### config.mk
export PLATFORM = sky130hd
export DESIGN_NAME = nibble_serial_subtractor
export DESIGN_NICKNAME = d
export VERILOG_FILES = /design/src/rtl/nibble_serial_subtractor.sv
export SDC_FILE = /design/constraint.sdc
export NUM_CORES = 1
export LEC_CHECK = 0
export ABC_AREA = 1
export CORE_MARGIN = 2
export CORE_UTILIZATION = 43
export DETAILED_ROUTE_END_ITERATION = 10
export MAX_ROUTING_LAYER = met4
export PLACE_DENSITY_LB_ADDON = 0.3
export SYNTH_ARGS = -nofsm -noshare
export SYNTH_HDL_FRONTEND = slang
export SYNTH_SLANG_ARGS = --single-unit
### constraint.sdc
create_clock -name clk -period 4.2 [get_ports clk]
set_input_delay 0.63 -clock clk [delete_from_list [all_inputs] [get_ports clk]]
set_output_delay 0.63 -clock clk [all_outputs]
set_load 0.1 [all_outputs]
### src/rtl/nibble_serial_subtractor.sv
// Multi-cycle wide subtractor: diff = (a - b - bin) mod 2^W, computed one 4-bit
// slice per clock, LSB nibble first, with the borrow registered between slices.
// Each slice is a flattened two-level borrow-lookahead subtractor.
//
// Ports:
//   clk    in   1  clock, rising edge
//   rst    in   1  asynchronous active-high reset
//   start  in   1  request, sampled only in IDLE or DONE
//   a      in   W  minuend, captured on the accepted start edge
//   b      in   W  subtrahend, captured on the accepted start edge
//   bin    in   1  borrow-in, captured on the accepted start edge
//   busy   out  1  high while the slices are being processed
//   done   out  1  one-cycle pulse, result valid
//   diff   out  W  result, held until the next accepted start completes
//   bout   out  1  final borrow (unsigned underflow)
//   zero   out  1  diff == 0, held with diff
module nibble_serial_subtractor #(
   parameter int unsigned NIBBLES = 4
) (
   input  logic                 clk,
   input  logic                 rst,
   input  logic                 start,
   input  logic [4*NIBBLES-1:0] a,
   input  logic [4*NIBBLES-1:0] b,
   input  logic                 bin,
   output logic                 busy,
   output logic                 done,
   output logic [4*NIBBLES-1:0] diff,
   output logic                 bout,
   output logic                 zero
);

   localparam int unsigned W  = 4 * NIBBLES;
   localparam int unsigned CW = (NIBBLES > 1) ? $clog2(NIBBLES + 1) : 1;
   localparam logic [CW-1:0] LAST = CW'(NIBBLES - 1);

   typedef enum logic [1:0] {StIdle, StRun, StDone} state_e;

   state_e          state_q;
   logic [W-1:0]    a_q;
   logic [W-1:0]    b_q;
   logic [W-1:0]    acc_q;
   logic            br_q;
   logic [CW-1:0]   cnt_q;

   logic [3:0]      sa;
   logic [3:0]      sb;
   logic [3:0]      g;
   logic [3:0]      p;
   logic [3:0]      d;
   logic [4:0]      br;
   logic [W-1:0]    acc_nxt;

   // Slice datapath: borrows are expanded two-level so no bit waits on the previous one.
   always_comb begin
      sa    = a_q[3:0];
      sb    = b_q[3:0];
      g     = ~sa & sb;
      p     = ~(sa ^ sb);
      br[0] = br_q;
      br[1] = g[0] | (p[0] & br_q);
      br[2] = g[1] | (p[1] & g[0]) | (p[1] & p[0] & br_q);
      br[3] = g[2] | (p[2] & g[1]) | (p[2] & p[1] & g[0]) | (p[2] & p[1] & p[0] & br_q);
      br[4] = g[3] | (p[3] & g[2]) | (p[3] & p[2] & g[1]) | (p[3] & p[2] & p[1] & g[0])
            | (p[3] & p[2] & p[1] & p[0] & br_q);
      d     = sa ^ sb ^ br[3:0];
      // New nibble enters at the MSB end; after NIBBLES shifts the LSB nibble is at the bottom.
      acc_nxt = W'({d, acc_q} >> 4);
   end

   always_ff @(posedge clk or posedge rst) begin
      if (rst) begin
         state_q <= StIdle;
         a_q     <= '0;
         b_q     <= '0;
         acc_q   <= '0;
         br_q    <= 1'b0;
         cnt_q   <= '0;
         busy    <= 1'b0;
         done    <= 1'b0;
         diff    <= '0;
         bout    <= 1'b0;
         zero    <= 1'b0;
      end else begin
         done <= 1'b0;
         unique case (state_q)
            StIdle, StDone: begin
               if (start) begin
                  a_q     <= a;
                  b_q     <= b;
                  br_q    <= bin;
                  cnt_q   <= '0;
                  busy    <= 1'b1;
                  state_q <= StRun;
               end else begin
                  state_q <= StIdle;
               end
            end
            StRun: begin
               a_q   <= a_q >> 4;
               b_q   <= b_q >> 4;
               br_q  <= br[4];
               acc_q <= acc_nxt;
               cnt_q <= cnt_q + CW'(1);
               if (cnt_q == LAST) begin
                  state_q <= StDone;
                  busy    <= 1'b0;
                  done    <= 1'b1;
                  diff    <= acc_nxt;
                  bout    <= br[4];
                  zero    <= (acc_nxt == '0);
               end
            end
            default: state_q <= StIdle;
         endcase
      end
   end

endmodule

# Word-level counts from Yosys, hierarchy flattened
# Index checks and enable logic that the tools add are counted.
op_classes:
  n_eq_ne: 5
  n_reduce_logical: 7
  bitwise: 31
  n_mux: 16
  addsub: 1
ops:
  columns: ["cell", "n"]
  rows:
  - ["$pmux 16 s2", 2]
  - ["$mux 16", 2]
  - ["$and 1x1->1", 16]
  - ["$logic_not 16->1", 1]
  - ["$or 1x1->1", 10]
  - ["$not 4->4", 2]
  - ["$xor 4x4->4", 2]
  - ["$mux 1", 6]
  - ["$pmux 3 s2", 1]
  - ["$and 4x4->4", 1]
  - ["$ne 2x2->1 const B", 2]
  - ["$pmux 1 s2", 2]
  - ["$pmux 2 s2", 1]
  - ["$reduce_and 2->1", 2]
  - ["$add 3x1->3 const B", 1]
  - ["$eq 3x2->1 const B", 1]
  - ["$mux 3", 1]
  - ["$reduce_and 3->1", 1]
  - ["$eq 2x1->1 const B", 1]
  - ["$eq 2x2->1 const B", 1]
  - ["$logic_not 2->1", 1]
  - ["$mux 2", 1]
  - ["$reduce_bool 2->1", 1]
  - ["$reduce_or 2->1", 1]
word_totals:
  ff_bits: 74
  output_inout_bits: 20

# Logic depth before layout (Yosys ltp)
# Gate-level depths: netlist of run 1.
depth:
  depth_word: 8
  depth_mapped: 11
  mapped_depth_nobuf: 11

# Worst setup path after synthesis of run 1
# OpenSTA, ideal clock, no wires.
synth_timing:
  path_kind: "flip-flop to output port"
  startpoint: "register bout"
  endpoint: "output port bout"
  path_buffers: 0
  t_required_ns: 3.570
  path_slack_ns: 2.672
  arrival_ns: 0.898
  path_stages_with_launch: 1
  cell_sequence: "dfrtp_1"
synth_rtl:
  columns: ["item", "line", "rtl"]
  rows:
  - ["start, declared", "29", "output logic bout,"]
  - ["start signal, assigned", "110", "bout <= br[4];"]
# No word-level cell between the ends.

# Final worst setup path of run 1
layout_timing:
  startpoint: "register busy"
  endpoint: "output port busy"
layout_rtl:
  columns: ["item", "line", "rtl"]
  rows:
  - ["start, declared", "26", "output logic busy,"]
  - ["start signal, assigned", "79", "busy <= 1'b0;"]
  - ["start signal, assigned", "93", "busy <= 1'b1;"]
  - ["start signal, assigned", "107", "busy <= 1'b0;"]
# No word-level cell between the ends.

==> results.md, run 1 <==
* Top Ports at 56
* Chip height at 89.2 um
* RSZ-0062 raised after global routing: false
* Fillers at 689
* Post-CTS Setup Repair Bufs at 0
* YS warnings at 0
* Routed length per instance at 11.5 um
* Core Box Area at 7140 um^2
* Final period utilization at 0.586
* DP HPWL at 4140 um
* Placed insts at 500
* Synth Register Bits at 70
* Vias/cell at 4.81
* Status: finished clean
* Synthesized area per cell at 8.64 um^2
* Placer Congestion at 0.889
* Most frequent cells in the layout: nand2_1, dfrtp_1, inv_1
* Worst EP required at 3.57 ns
* Vias at 2481
* Element type at the critical path end: output port
* First-pass GRT wire length at 10500 um
* IO buf count at 55
* Pin count of the biggest net entering global routing at 55
* Final min period at 2.46 ns
* Worst relative slew slack at 0.340
* WP buf/inv at 1
* Syn Nets at 405
* N_diodes at 0
* Vias in the first global route at 2475
* Starting Density at 0.437
* Nets at 456
* CP Cell Sequence: clkdlybuf4s50_1
* Cell taking the most area after synthesis: dfrtp_1
* DIE AREA at 7950 um^2
* Hold-fix buffers at CTS at 0
* Post-CTS Resized at 0
* DR pass1 iterations at 5
* Global Route Usage Sum at 0.176
* Sequential area share after synthesis at 0.561
* Mapped cell area at 3120 um^2
* Yosys top cell area share at 0.561
* Startpoint types: register
* Post-route insts no fill at 516
* Critical setup path kind: reg -> out
* Layout cells sized above 1 at 0.0528
* Crit path arrival time at 1.83 ns
* Initial antenna violation count at 0
* CTS H-Tree Depth at 3
* Grt ovf at 0
* Max_cap viols at 0
* Max Buffers Root-to-Sink at 2
* Post-Route Setup TNS at 0 ns
* Final Util at 0.550
* CP max FO at 2
* Row count at 31
* Max Fclk at 0.406 GHz
* Synth area leaders: dfrtp_1, nand2_1, o21ai_0
* Worst path top cell family by delay: buffers and inverters
* Post-Syn Instances at 361
* Max-slew violation count at 0
* Die Span X at 89.2 um
* CTS Sinks at 70
* Yosys cell types at 20
* Max Clock Skew at 0.0149 ns
* Clock root cell: clkbuf_8
* Final Hold Viols at 0
* WHS at 0.477 ns
* CTS Buf Count at 9
* Syn-to-layout area delta at 25.8%
* Starting DRC count in detailed routing at 134
* Final antenna-violating net count at 0
* Routed wire length at 5950 um
* Clock transition at the registers of the reported paths at 0.08 ns
* Clock latency on the worst-skew pair at 0.34 ns
* Hold Path Class: reg -> reg
* Least-Margin Pin Slew at 0.987 ns
* Final setup viols at 0
* TritonCTS clock tree: done
* Slowest-stage cell, CP: clkdlybuf4s50_1
* Commonest non-fill, non-tap cell in the layout: nand2_1
* CP peak stage delay at 1.13 ns
* DRC errors left at 0
per-stage QoR:
stage          worst slack (ns)  instance area [um^2]
2_1_floorplan              1.80                  3120
3_3_place_gp               1.72                  3720
3_5_place_dp               1.63                  3720
4_1_cts                    1.72                  3930
5_1_grt                    1.66                  3930
6_report                   1.74                  3930
metal layers:
| layer | global-route usage | share of wire |
|---|---|---|
| met1 | 0.208 | 0.46 |
| met2 | 0.286 | 0.47 |
| met3 | 0.0332 | 0.043 |
| met4 | 0.0923 | 0.024 |
| met5 | - | 0 |
worst reg2reg max path: stages, from the launching register on:
cell and delay [ns]:
dfrtp_1 0.38, ha_1 0.16, ha_1 0.15, nand3_1 0.69, nor2_1 0.42, nand3_1 0.11
nor2_1 0.11, nand2_1 0.06, nand2_1 0.05
state kept, by name, summed over array words and instances, names as in the netlist:
signal and flops:
zero 1, busy 1, bout 1, a_q 16
br_q 1, cnt_q 3, state_q 2, b_q 16
acc_q 12, done 1, diff 16
Yosys cell counts:
| cell type | number |
|---|---|
| a21oi_1 | 3 |
| buf_2 | 7 |
| buf_4 | 4 |
| clkbuf_1 | 5 |
| dfrtp_1 | 70 |
| fa_1 | 1 |
| ha_1 | 7 |
| inv_1 | 57 |
| inv_2 | 2 |
| nand2_1 | 94 |
| nand2_2 | 2 |
| nand3_1 | 8 |
| nand4_1 | 1 |
| nor2_1 | 18 |
| nor3_1 | 6 |
| o211ai_1 | 18 |
| o21ai_0 | 49 |
| o21ai_1 | 4 |
| o22ai_1 | 4 |
| or2_1 | 1 |
logic make-up (layout without fill, tap and decap cells):
kind of cell,Yosys count,in the layout,share of synthesized area
AND/OR/NAND/NOR,130,130,0.165
buffers and inverters,75,131,0.0978
adder cells (fa/ha/maj),8,8,0.0345
flip-flops,70,70,0.561
AO/OA/AOI/OAI,78,78,0.141
layout make-up:
class                      instances  area, um^2  share of cell area
sequential                        70        1750               0.446
inverter                          59         221              0.0564
timing repair buffer              56         558               0.142
tap                               99         124              0.0316
clock buffer                      10         138              0.0351
clock inverter                     6        68.8              0.0175
multi-input combinational        216        1060               0.271
path summary, 6_finish.rpt:
kind                            startpoint   endpoint  slack, ns  cells past startpoint
worst min register to register     diff[2]    diff[2]       0.48                      2
worst max register to register    cnt_q[0]       zero       2.01                      8
min in group asynchronous              rst   diff[14]       0.77                      2
max in group asynchronous              rst  acc_q[11]       2.51                      3
worst max-delay path                  busy       busy       1.74                      1
worst min-delay path               diff[2]    diff[2]       0.48                      2
Power of run 1 is left out: the tool's default activity adds up to more than one toggle a clock period on the data nets, which glitch-free logic cannot reach.
==> run 2: changes to the inputs <==
Clock period 4.2 ns to 2.1 ns, I/O delays scaled along.
==> run 2 against run 1 <==
Flip-flop and latch count is the same; wire length up 4.3%; via count decreased by 0.60%; critical path type is now reg -> reg.
==> results.md, run 2 (synthesized netlist as in run 1, its figures left out) <==
* Critical R2R Launch: cnt_q[0] (unchanged)
* Status: finished clean (unchanged)
* Post-Route Setup TNS at 0 ns (unchanged)
* Design Area, Final at 3980 um^2 (was 3930 um^2)
* Reg-to-reg slack, setup at 0.46 ns (was 2.01 ns)
* Most frequent cells in the layout: nand2_1, dfrtp_1, inv_1 (unchanged)
* Crit path arrival time at 1.85 ns (was 1.83 ns)
* Max_cap viols at 0 (unchanged)
* Final antenna-violating net count at 0 (unchanged)
* Vias at 2466 (was 2481)
* Worst relative slew slack at 0.738 (was 0.340)
* Commonest non-fill, non-tap cell in the layout: nand2_1 (unchanged)
* Final period utilization at 0.779
* Startpoint types: register (unchanged)
* Routed wire length at 6210 um (was 5950 um)
* CTS Buf Count at 9 (unchanged)
* Core Box Area at 7140 um^2 (unchanged)
* DRC errors left at 0 (unchanged)
* Reg2Reg Depth at 5 (was 8)
* Final Hold Viols at 0 (unchanged)
* Row count at 31 (unchanged)
* Global Route Usage Sum at 0.181 (was 0.176)
* First-pass GRT wire length at 10600 um (was 10500 um)
* Multi-input gate area at 1060 um^2 (unchanged)
* Vias in the first global route at 2414 (was 2475)
* Element type at the critical path end: register (was output port)
* Cell Area, Placed at 3760 um^2 (was 3720 um^2)
* Reg area at 1750 um^2 (unchanged)
* Grt ovf at 0 (unchanged)
* Clock latency on the worst-skew pair at 0.34 ns (about the same)
* Clock root cell: clkbuf_8 (unchanged)
* Pin count of the biggest net entering global routing at 38 (was 55)
* Final setup viols at 0 (unchanged)
* DR pass1 iterations at 6 (was 5)
* DIE AREA at 7950 um^2 (unchanged)
* Critical setup path kind: reg -> reg (was reg -> out)
* Final WS setup at 0.463 ns (was 1.74 ns)
* Fillers at 679 (was 689)
* Max Fclk at 0.611 GHz
* Hold Path Class: in -> async (was reg -> reg)
* Syn-to-layout area delta at 27.4% (was 25.8%)
* Least-Margin Pin Slew at 0.392 ns (was 0.987 ns)
* Clock transition at the registers of the reported paths at 0.08 ns (about the same)
* Chip height at 89.2 um (unchanged)
* CP max FO at 24 (was 2)
* N_diodes at 0 (unchanged)
* Max Buffers Root-to-Sink at 2 (unchanged)
* IO buf count at 55 (unchanged)
* Starting DRC count in detailed routing at 46 (was 134)
* Worst EP required at 2.32 ns (was 3.57 ns)
* Routed length per instance at 11.8 um (was 11.5 um)
* Hold-fix buffers at CTS at 0 (unchanged)
* Top Ports at 56 (unchanged)
* RSZ-0062 raised after global routing: false (unchanged)
* Die Span X at 89.2 um (unchanged)
* WHS at 0.191 ns (was 0.477 ns)
* Reg2reg end: diff[7] (was zero)
* Starting Density at 0.437 (unchanged)
* Max-slew violation count at 0 (unchanged)
* TritonCTS clock tree: done (unchanged)
* Max Clock Skew at 0.00763 ns (was 0.0149 ns)
* Layout cells sized above 1 at 0.122 (was 0.0528)
* Initial antenna violation count at 0 (unchanged)
* Nets at 466 (was 456)
* Post-CTS Setup Repair Bufs at 0 (unchanged)
* Final min period at 1.64 ns
* Placer Congestion at 0.839 (was 0.889)
* CTS H-Tree Depth at 3 (unchanged)
* CTS Sinks at 70 (unchanged)
* DP HPWL at 4450 um (was 4140 um)
* Placement Setup Slack at 0.291 ns (was 1.63 ns)
* Post-CTS Resized at 0 (unchanged)
* Vias/cell at 4.69 (was 4.81)
* Top flop regs: a_q (16), b_q (16), diff (16) (unchanged)
## run 2: area by class of cell
type                    count  share of cell area
repair buffers             66               0.150
well taps                  99              0.0312
inverters                  59              0.0557
multi-input cells         216               0.267
clock inverters             7              0.0242
clock buffers               9              0.0312
flip-flops and latches     70               0.441
## run 2: per-layer routing
metal,wire length [um],GRT usage,up-vias,part of all wire
li1,-,-,1264,-
met3,271,0.0323,15,0.044
met5,0,-,-,0
met2,2870,0.290,58,0.46
met1,2890,0.218,1129,0.47
met4,180,0.0923,0,0.029
## run 2: per-stage QoR
stage | std cells | utilization
after floorplan | 361 | -
after global placement | 510 | 0.526
after detailed placement | 510 | 0.526
after CTS | 526 | 0.557
after global routing | 526 | 0.557
final | 526 | 0.557
## run 2: critical path, cell delays in order (launching register included)
cell     delay (ns)
dfrtp_1        0.40
ha_1           0.21
ha_1           0.18
nand3_1        0.29
buf_4          0.31
o21ai_0        0.11
## run 2: worst max-delay path by stage
stage | startpoint | endpoint | slack [ns] | cells after the start
final | cnt_q[0] | diff[7] | 0.46 | 5
after global routing | cnt_q[0] | zero | 0.30 | 8
after CTS | cnt_q[0] | diff[7] | 0.44 | 5
after detailed placement | start | a_q[1] | 0.29 | 7
after global placement | start | a_q[3] | 0.33 | 7
after floorplan | rst | a_q[0] | 0.02 | 1
Power of run 2 is left out for the same reason.
==> run 3: changes to the inputs <==
Clock period 2.1 ns to 1.6 ns, I/O delays scaled along.
==> run 3 against run 2 <==
Utilization increased by 5.0 points; register-to-register slack got worse by 0.37 ns; wire length increased by 0.19%; worst hold slack improved by 0.058 ns; critical path type unchanged; count of clock-buffer cells in the layout unchanged; cell count increased by 0.76%; non-clock buffer count increased by 5; critical path depth increased by 4; die area unchanged.
==> results.md, run 3 (synthesized netlist as in run 1, its figures left out) <==
* Status: finished clean (unchanged)
* Max_cap viols at 0 (unchanged)
* Final antenna-violating net count at 0 (unchanged)
* Element type at the critical path end: register (unchanged)
* Most frequent cells in the layout: nand2_1, dfrtp_1, inv_1 (unchanged)
* Top Ports at 56 (unchanged)
* Global Route Usage Sum at 0.181 (about the same)
* DP HPWL at 4490 um (was 4450 um)
* Top flop regs: a_q (16), b_q (16), diff (16) (unchanged)
* Multi-input gate area at 1080 um^2 (was 1060 um^2)
* CTS H-Tree Depth at 3 (unchanged)
* Starting DRC count in detailed routing at 90 (was 46)
* DRC errors left at 0 (unchanged)
* Crit path arrival time at 1.79 ns (was 1.85 ns)
* First-pass GRT wire length at 10700 um (was 10600 um)
* Die Span X at 89.2 um (unchanged)
* Vias at 2520 (was 2466)
* N_diodes at 0 (unchanged)
* Max Buffers Root-to-Sink at 2 (unchanged)
* Final setup viols at 0 (unchanged)
* TritonCTS clock tree: done (unchanged)
* Grt ovf at 0 (unchanged)
* Final WS setup at 0.0915 ns (was 0.463 ns)
* DR pass1 iterations at 4 (was 6)
* Reg2reg end: zero (was diff[7])
* Reg-to-reg slack, setup at 0.09 ns (was 0.46 ns)
* Least-Margin Pin Slew at 0.424 ns (was 0.392 ns)
* Final Util at 0.608 (was 0.557)
* CP max FO at 3 (was 24)
* Hold-fix buffers at CTS at 0 (unchanged)
* Max-slew violation count at 0 (unchanged)
* WHS at 0.250 ns (was 0.191 ns)
* Commonest non-fill, non-tap cell in the layout: nand2_1 (unchanged)
* Max Fclk at 0.663 GHz (was 0.611 GHz)
* Post-Route Setup TNS at 0 ns (unchanged)
* Routed wire length at 6220 um (was 6210 um)
* Final min period at 1.51 ns (was 1.64 ns)
* Startpoint types: register (unchanged)
* Max Clock Skew at 0.00848 ns (was 0.00763 ns)
* Placement Setup Slack at 0.00202 ns (was 0.291 ns)
* Chip height at 89.2 um (unchanged)
* Hold Path Class: in -> async (unchanged)
* CTS Buf Count at 9 (unchanged)
* Final Hold Viols at 0 (unchanged)
* Nets at 471 (was 466)
* Layout cells sized above 1 at 0.146 (was 0.122)
* Worst relative slew slack at 0.716 (was 0.738)
* Core Box Area at 7140 um^2 (unchanged)
* DIE AREA at 7950 um^2 (unchanged)
* Vias in the first global route at 2438 (was 2414)
* Reg2Reg Depth at 9 (was 5)
* Critical R2R Launch: br_q (was cnt_q[0])
* Final period utilization at 0.943 (was 0.779)
* Starting Density at 0.437 (unchanged)
* Initial antenna violation count at 0 (unchanged)
* Clock transition at the registers of the reported paths at 0.08 ns (about the same)
* Reg area at 1750 um^2 (unchanged)
* Syn-to-layout area delta at 39.0% (was 27.4%)
* Clock latency on the worst-skew pair at 0.35 ns (was 0.34 ns)
* Placer Congestion at 0.824 (was 0.839)
* Row count at 31 (unchanged)
* Vias/cell at 4.75 (was 4.69)
* CTS Sinks at 70 (unchanged)
* Clock root cell: clkbuf_8 (unchanged)
* Fillers at 610 (was 679)
* IO buf count at 55 (unchanged)
* Routed length per instance at 11.7 um (was 11.8 um)
* Critical setup path kind: reg -> reg (unchanged)
* Worst EP required at 1.88 ns (was 2.32 ns)
* Pin count of the biggest net entering global routing at 48 (was 38)
* RSZ-0062 raised after global routing: true (was false)
-- run 3: per-stage QoR --
step	std cells	cell area, um^2
after floorplan	361	3120
after global placement	511	4060
after detailed placement	511	4060
after CTS	526	4290
after global routing	530	4340
final	530	4340
-- run 3: layer usage --
layer,track usage,wire (um)
met5,-,0
met3,0.0452,279
met2,0.304,3110
met4,0.0488,68
met1,0.219,2770
-- run 3: how the worst max path moves through the flow --
stage,start,to,slack [ns],cells past startpoint
final,br_q,zero,0.09,9
after global routing,b_q[0],zero,-0.01,11
after CTS,b_q[0],zero,0.02,9
after detailed placement,start,a_q[6],0.002,7
after global placement,start,a_q[1],0.05,7
after floorplan,cnt_q[0],diff[0],0.20,6
-- run 3: worst max-delay path: stages, from the launching register on --
cell,delay (ns)
dfrtp_1,0.41
inv_2,0.08
fa_2,0.44
inv_2,0.07
nand2_1,0.05
nor2_1,0.08
nand3_1,0.09
nor2_1,0.11
nand2_1,0.06
nand2_1,0.06
-- run 3: final cells by class --
cell class | count | share of cell area
multi-input combinational | 216 | 0.248
clock buffer | 9 | 0.0286
clock inverter | 6 | 0.0257
timing repair buffer | 71 | 0.213
inverter | 59 | 0.0519
sequential | 70 | 0.404
tap | 99 | 0.0286
-- run 3: repair_timing --
action / 4_1_cts / 5_1_grt
setup endpoints to repair: 0 / 15
setup buffers: 0 / 4
resized for setup: 0 / 8
Power of run 3 is left out for the same reason.
==> RTL change 1, RTL diff (settings of run 3) <==
Reset style: synchronous (`rst`), changed in one clocked block. Comments in the files are not updated.
--- a/src/rtl/nibble_serial_subtractor.sv
+++ b/src/rtl/nibble_serial_subtractor.sv
@@ -68,7 +68,7 @@
       acc_nxt = W'({d, acc_q} >> 4);
    end
 
-   always_ff @(posedge clk or posedge rst) begin
+   always_ff @(posedge clk) begin
       if (rst) begin
          state_q <= StIdle;
          a_q     <= '0;
Function: differs if rst is asserted again (counterexample within 4 cycles, from zero or initial values and one cycle with rst high); with rst held inactive, the same outputs for 10 cycles.
==> RTL change 1 against run 3 <==
- setup slack worse by 22 ps
- critical path type unchanged
- sequential cell count stayed put
- die area is 9.4% lower
- wire length is 8.6% higher
- final area is 9.3% lower
- highest routed layer unchanged
- first-iteration DRC count is 72% higher
- utilization is 1.1 points higher
- synthesized area is 9.9% lower
- synthesized cell count is 3.0% higher
- non-clock buffer count stayed put
==> RTL change 1: results (changes against run 3) <==
| Metric | Value |
|---|---|
| DRT met1 WL | 3030 um (was 2770 um) |
| Post-Route WL | 6760 um (was 6220 um) |
| Met2 wire len | 3240 um (was 3110 um) |
| Pin count of the biggest net entering global routing | 32 (was 48) |
| Routed length on met3 | 341 um (was 279 um) |
| GR Util met1 | 0.256 (was 0.219) |
| Register area share after synthesis | 0.498 (was 0.561) |
| Slowest cell on the critical path | fa_1 (was fa_2) |
| Synthesized Nets | 416 (was 405) |
| # fillers | 526 (was 610) |
| Placement Cell Area | 3700 um^2 (was 4060 um^2) |
| Post-synth top cells | dfxtp_1 (70), nor2_1 (65), nand2_1 (63), o21ai_0 (43), inv_1 (28) (was nand2_1 (94), dfrtp_1 (70), inv_1 (57), o21ai_0 (49)) |
| CP max stage delay | 490 ps (was 440 ps) |
| Mean Syn Cell Area | 7.56 um^2 (was 8.64 um^2) |
| Crit path max-delay family | adder cells (was simple AND/OR/NAND/NOR gates) |
| Worst-Margin Slew | 413 ps (was 424 ps) |
| GR Layer Usage met2 | 0.318 (was 0.304) |
| Gpl congestion | 0.857 (was 0.824) |
| Hold WC Path Type | input pin to flip-flop (was input pin to async pin) |
| Worst Skew | 7.43 ps (was 8.48 ps) |
| Main synth FF type | dfxtp_1 (was dfrtp_1) |
| Yosys cell types | 24 (was 20) |
| Number of global-route vias before repair | 2512 (was 2438) |
| Routing usage on met3 | 0.0496 (was 0.0452) |
| DP HPWL | 4780 um (was 4490 um) |
| Vias per std cell | 5.03 (was 4.75) |
| Worst slack, placed | 35.1 ps (was 2.02 ps) |
| Drt wl/cell | 13.1 um (was 11.7 um) |
| Async SR Flop Fraction | 0 (was 1.00) |
| Final net count | 479 (was 471) |
| Share of cells above drive strength 1 | 0.145 (was 0.146) |
| Total GRT Usage | 0.205 (was 0.181) |
| Outcome | finished, final reports clean (unchanged) |
[RTL change 1: cell types whose count changed in the layout (fill, tap and decap cells not counted), moves of 4 or more]
| cell | delta |
|---|---|
| dfrtp_1 | -70 |
| dfxtp_1 | +67 |
| nor2_1 | +47 |
| nand2_1 | -30 |
| inv_1 | -25 |
| a21oi_1 | +24 |
| o211ai_1 | -18 |
| nor3_1 | +13 |
| a211oi_1 | +7 |
| o21ai_0 | -7 |
| buf_4 | +4 |
[RTL change 1: cell families after synthesis]
kind of cell / share of synthesized area
DFF: 0.498
AOI/OAI and AO/OA: 0.155
buffers and inverters: 0.0756
and+or+nand+nor: 0.233
adders and majority gates: 0.0383
[RTL change 1: cell type report]
cell class | count | area (um^2) | area share
Sequential cell | 70 | 1410 | 0.357
Multi-Input combinational cell | 251 | 1210 | 0.307
Timing Repair Buffer | 71 | 883 | 0.225
Clock buffer | 9 | 124 | 0.0315
Inverter | 32 | 120 | 0.0306
Clock inverter | 7 | 96.3 | 0.0245
Tap cell | 77 | 96.3 | 0.0245
[RTL change 1: where the power goes]
| part | switching (W) | leakage, nW | internal [W] |
|---|---|---|---|
| logic | 0.000371 | 0.968 | 0.000270 |
| registers | 0.0000727 | 0.575 | 0.00186 |
| clock network | 0.000711 | 0.102 | 0.000879 |
[RTL change 1: final timing paths]
path	to	from	slack, ps
worst max register to register	zero$_SDFFE_PP0P_	br_q$_SDFFE_PP0P_	70
worst max-delay path	zero$_SDFFE_PP0P_	br_q$_SDFFE_PP0P_	70
worst min register to register	a_q[13]$_SDFFE_PP0P_	a_q[13]$_SDFFE_PP0P_	460
worst min-delay path	a_q[12]$_SDFFE_PP0P_	a[12]	440
[RTL change 1: worst min-delay path, stage by stage]
cell and delay (ps):
clkdlybuf4s50_1 390, nand2_1 60, a21oi_1 50
==> RTL change 2, RTL diff (config.mk and constraints of run 3) <==
Without the edit above. `NIBBLES`: 4 -> 8.
--- a/src/rtl/nibble_serial_subtractor.sv
+++ b/src/rtl/nibble_serial_subtractor.sv
@@ -15,7 +15,7 @@
 //   bout   out  1  final borrow (unsigned underflow)
 //   zero   out  1  diff == 0, held with diff
 module nibble_serial_subtractor #(
-   parameter int unsigned NIBBLES = 4
+   parameter int unsigned NIBBLES = 8
 ) (
    input  logic                 clk,
    input  logic                 rst,
Interface: changed (resized a, b and diff); port bits go from 56 to 104. No check against the original RTL was run, so the function may have changed too.
==> RTL change 2 against run 3 <==
- critical path depth stayed put
- hold slack lost 41 ps
- synthesized area is 87% higher
- final area is 86% higher
- setup slack lost 13 ps
- wire length up 120%
- sequential cell count is 65 higher
- critical path type unchanged
==> RTL change 2: results (changes against run 3) <==
| Metric | Value |
|---|---|
| Worst Skew | 16.3 ps (was 8.48 ps) |
| Iter 0 DRT Violations | 342 (was 90) |
| Final core occ | 0.609 (was 0.608) |
| Total GRT Usage | 0.202 (was 0.181) |
| Finished Layout Cells | 919 (was 530) |
| Initial DRT Pass Iterations | 5 (was 4) |
| Gpl congestion | 0.811 (was 0.824) |
| Vias per std cell | 5.15 (was 4.75) |
| DP HPWL | 9270 um (was 4490 um) |
| Pin count of the biggest net entering global routing | 62 (was 48) |
| Final net count | 806 (was 471) |
| Synth area leaders | dfrtp_1 (58%), nand2_1 (7.8%), o21ai_0 (6.2%) (was dfrtp_1 (56%), nand2_1 (11%), o21ai_0 (7.9%)) |
| # fillers | 1111 (was 610) |
| Clk_lat worst skew | 420 ps (was 350 ps) |
| Share of cells above drive strength 1 | 0.145 (was 0.146) |
| Routed length on met3 | 913 um (was 279 um) |
| Drt wl/cell | 14.8 um (was 11.7 um) |
| Global-route wire length before repair | 22500 um (was 10700 um) |
| Share of the synthesized area in the top cell type | 0.580 (was 0.561) |
| Met2 wire len | 6600 um (was 3110 um) |
| Inverters | 70 (was 59) |
| Outcome | finished, final reports clean (unchanged) |
| FF+latch count, synth | 135 (was 70) |
| Slowest cell on the critical path | fa_1 (was fa_2) |
| Synthesized Nets | 704 (was 405) |
| Port bufs | 103 (was 55) |
| Sequential share of cell area | 0.419 (was 0.404) |
| Yosys cell types | 30 (was 20) |
| Number of global-route vias before repair | 4680 (was 2438) |
| Post-synth top cells | dfrtp_1 (135), nand2_1 (121), o21ai_0 (72), inv_1 (67), nor2_1 (53) (was nand2_1 (94), dfrtp_1 (70), inv_1 (57), o21ai_0 (49)) |
| Register area share after synthesis | 0.580 (was 0.561) |
| DRT met1 WL | 5910 um (was 2770 um) |
RTL change 2: worst paths after layout:
check	slack, ps	startpoint	end	cells after the start
max	80	b_q[0]$_DFFE_PP0P_	zero$_DFFE_PP0P_	9
min	210	rst	zero$_DFFE_PP0P_	2
max reg2reg	80	b_q[0]$_DFFE_PP0P_	zero$_DFFE_PP0P_	9
min reg2reg	480	cnt_q[3]$_DFFE_PP0P_	cnt_q[3]$_DFFE_PP0P_	1
max in group asynchronous	850	rst	diff[0]$_DFFE_PP0P_	3
min in group clk	410	b[31]	b_q[31]$_DFFE_PP0P_	3
RTL change 2: layer usage:
metal	vias to the layer above	GRT usage
met1	2256	0.254
met5	-	-
met2	173	0.326
met4	0	0.0669
met3	18	0.0472
li1	2289	-
RTL change 2: cells by family (layout without fill, tap and decap cells):
kind of cell	Yosys count	in the layout	synth area share
simple gates	222	222	0.157
compound gates	153	153	0.157
flops	135	135	0.580
fa+ha+maj	7	7	0.0163
buf+inv	110	224	0.0868
xor+xnor	2	2	0.00301
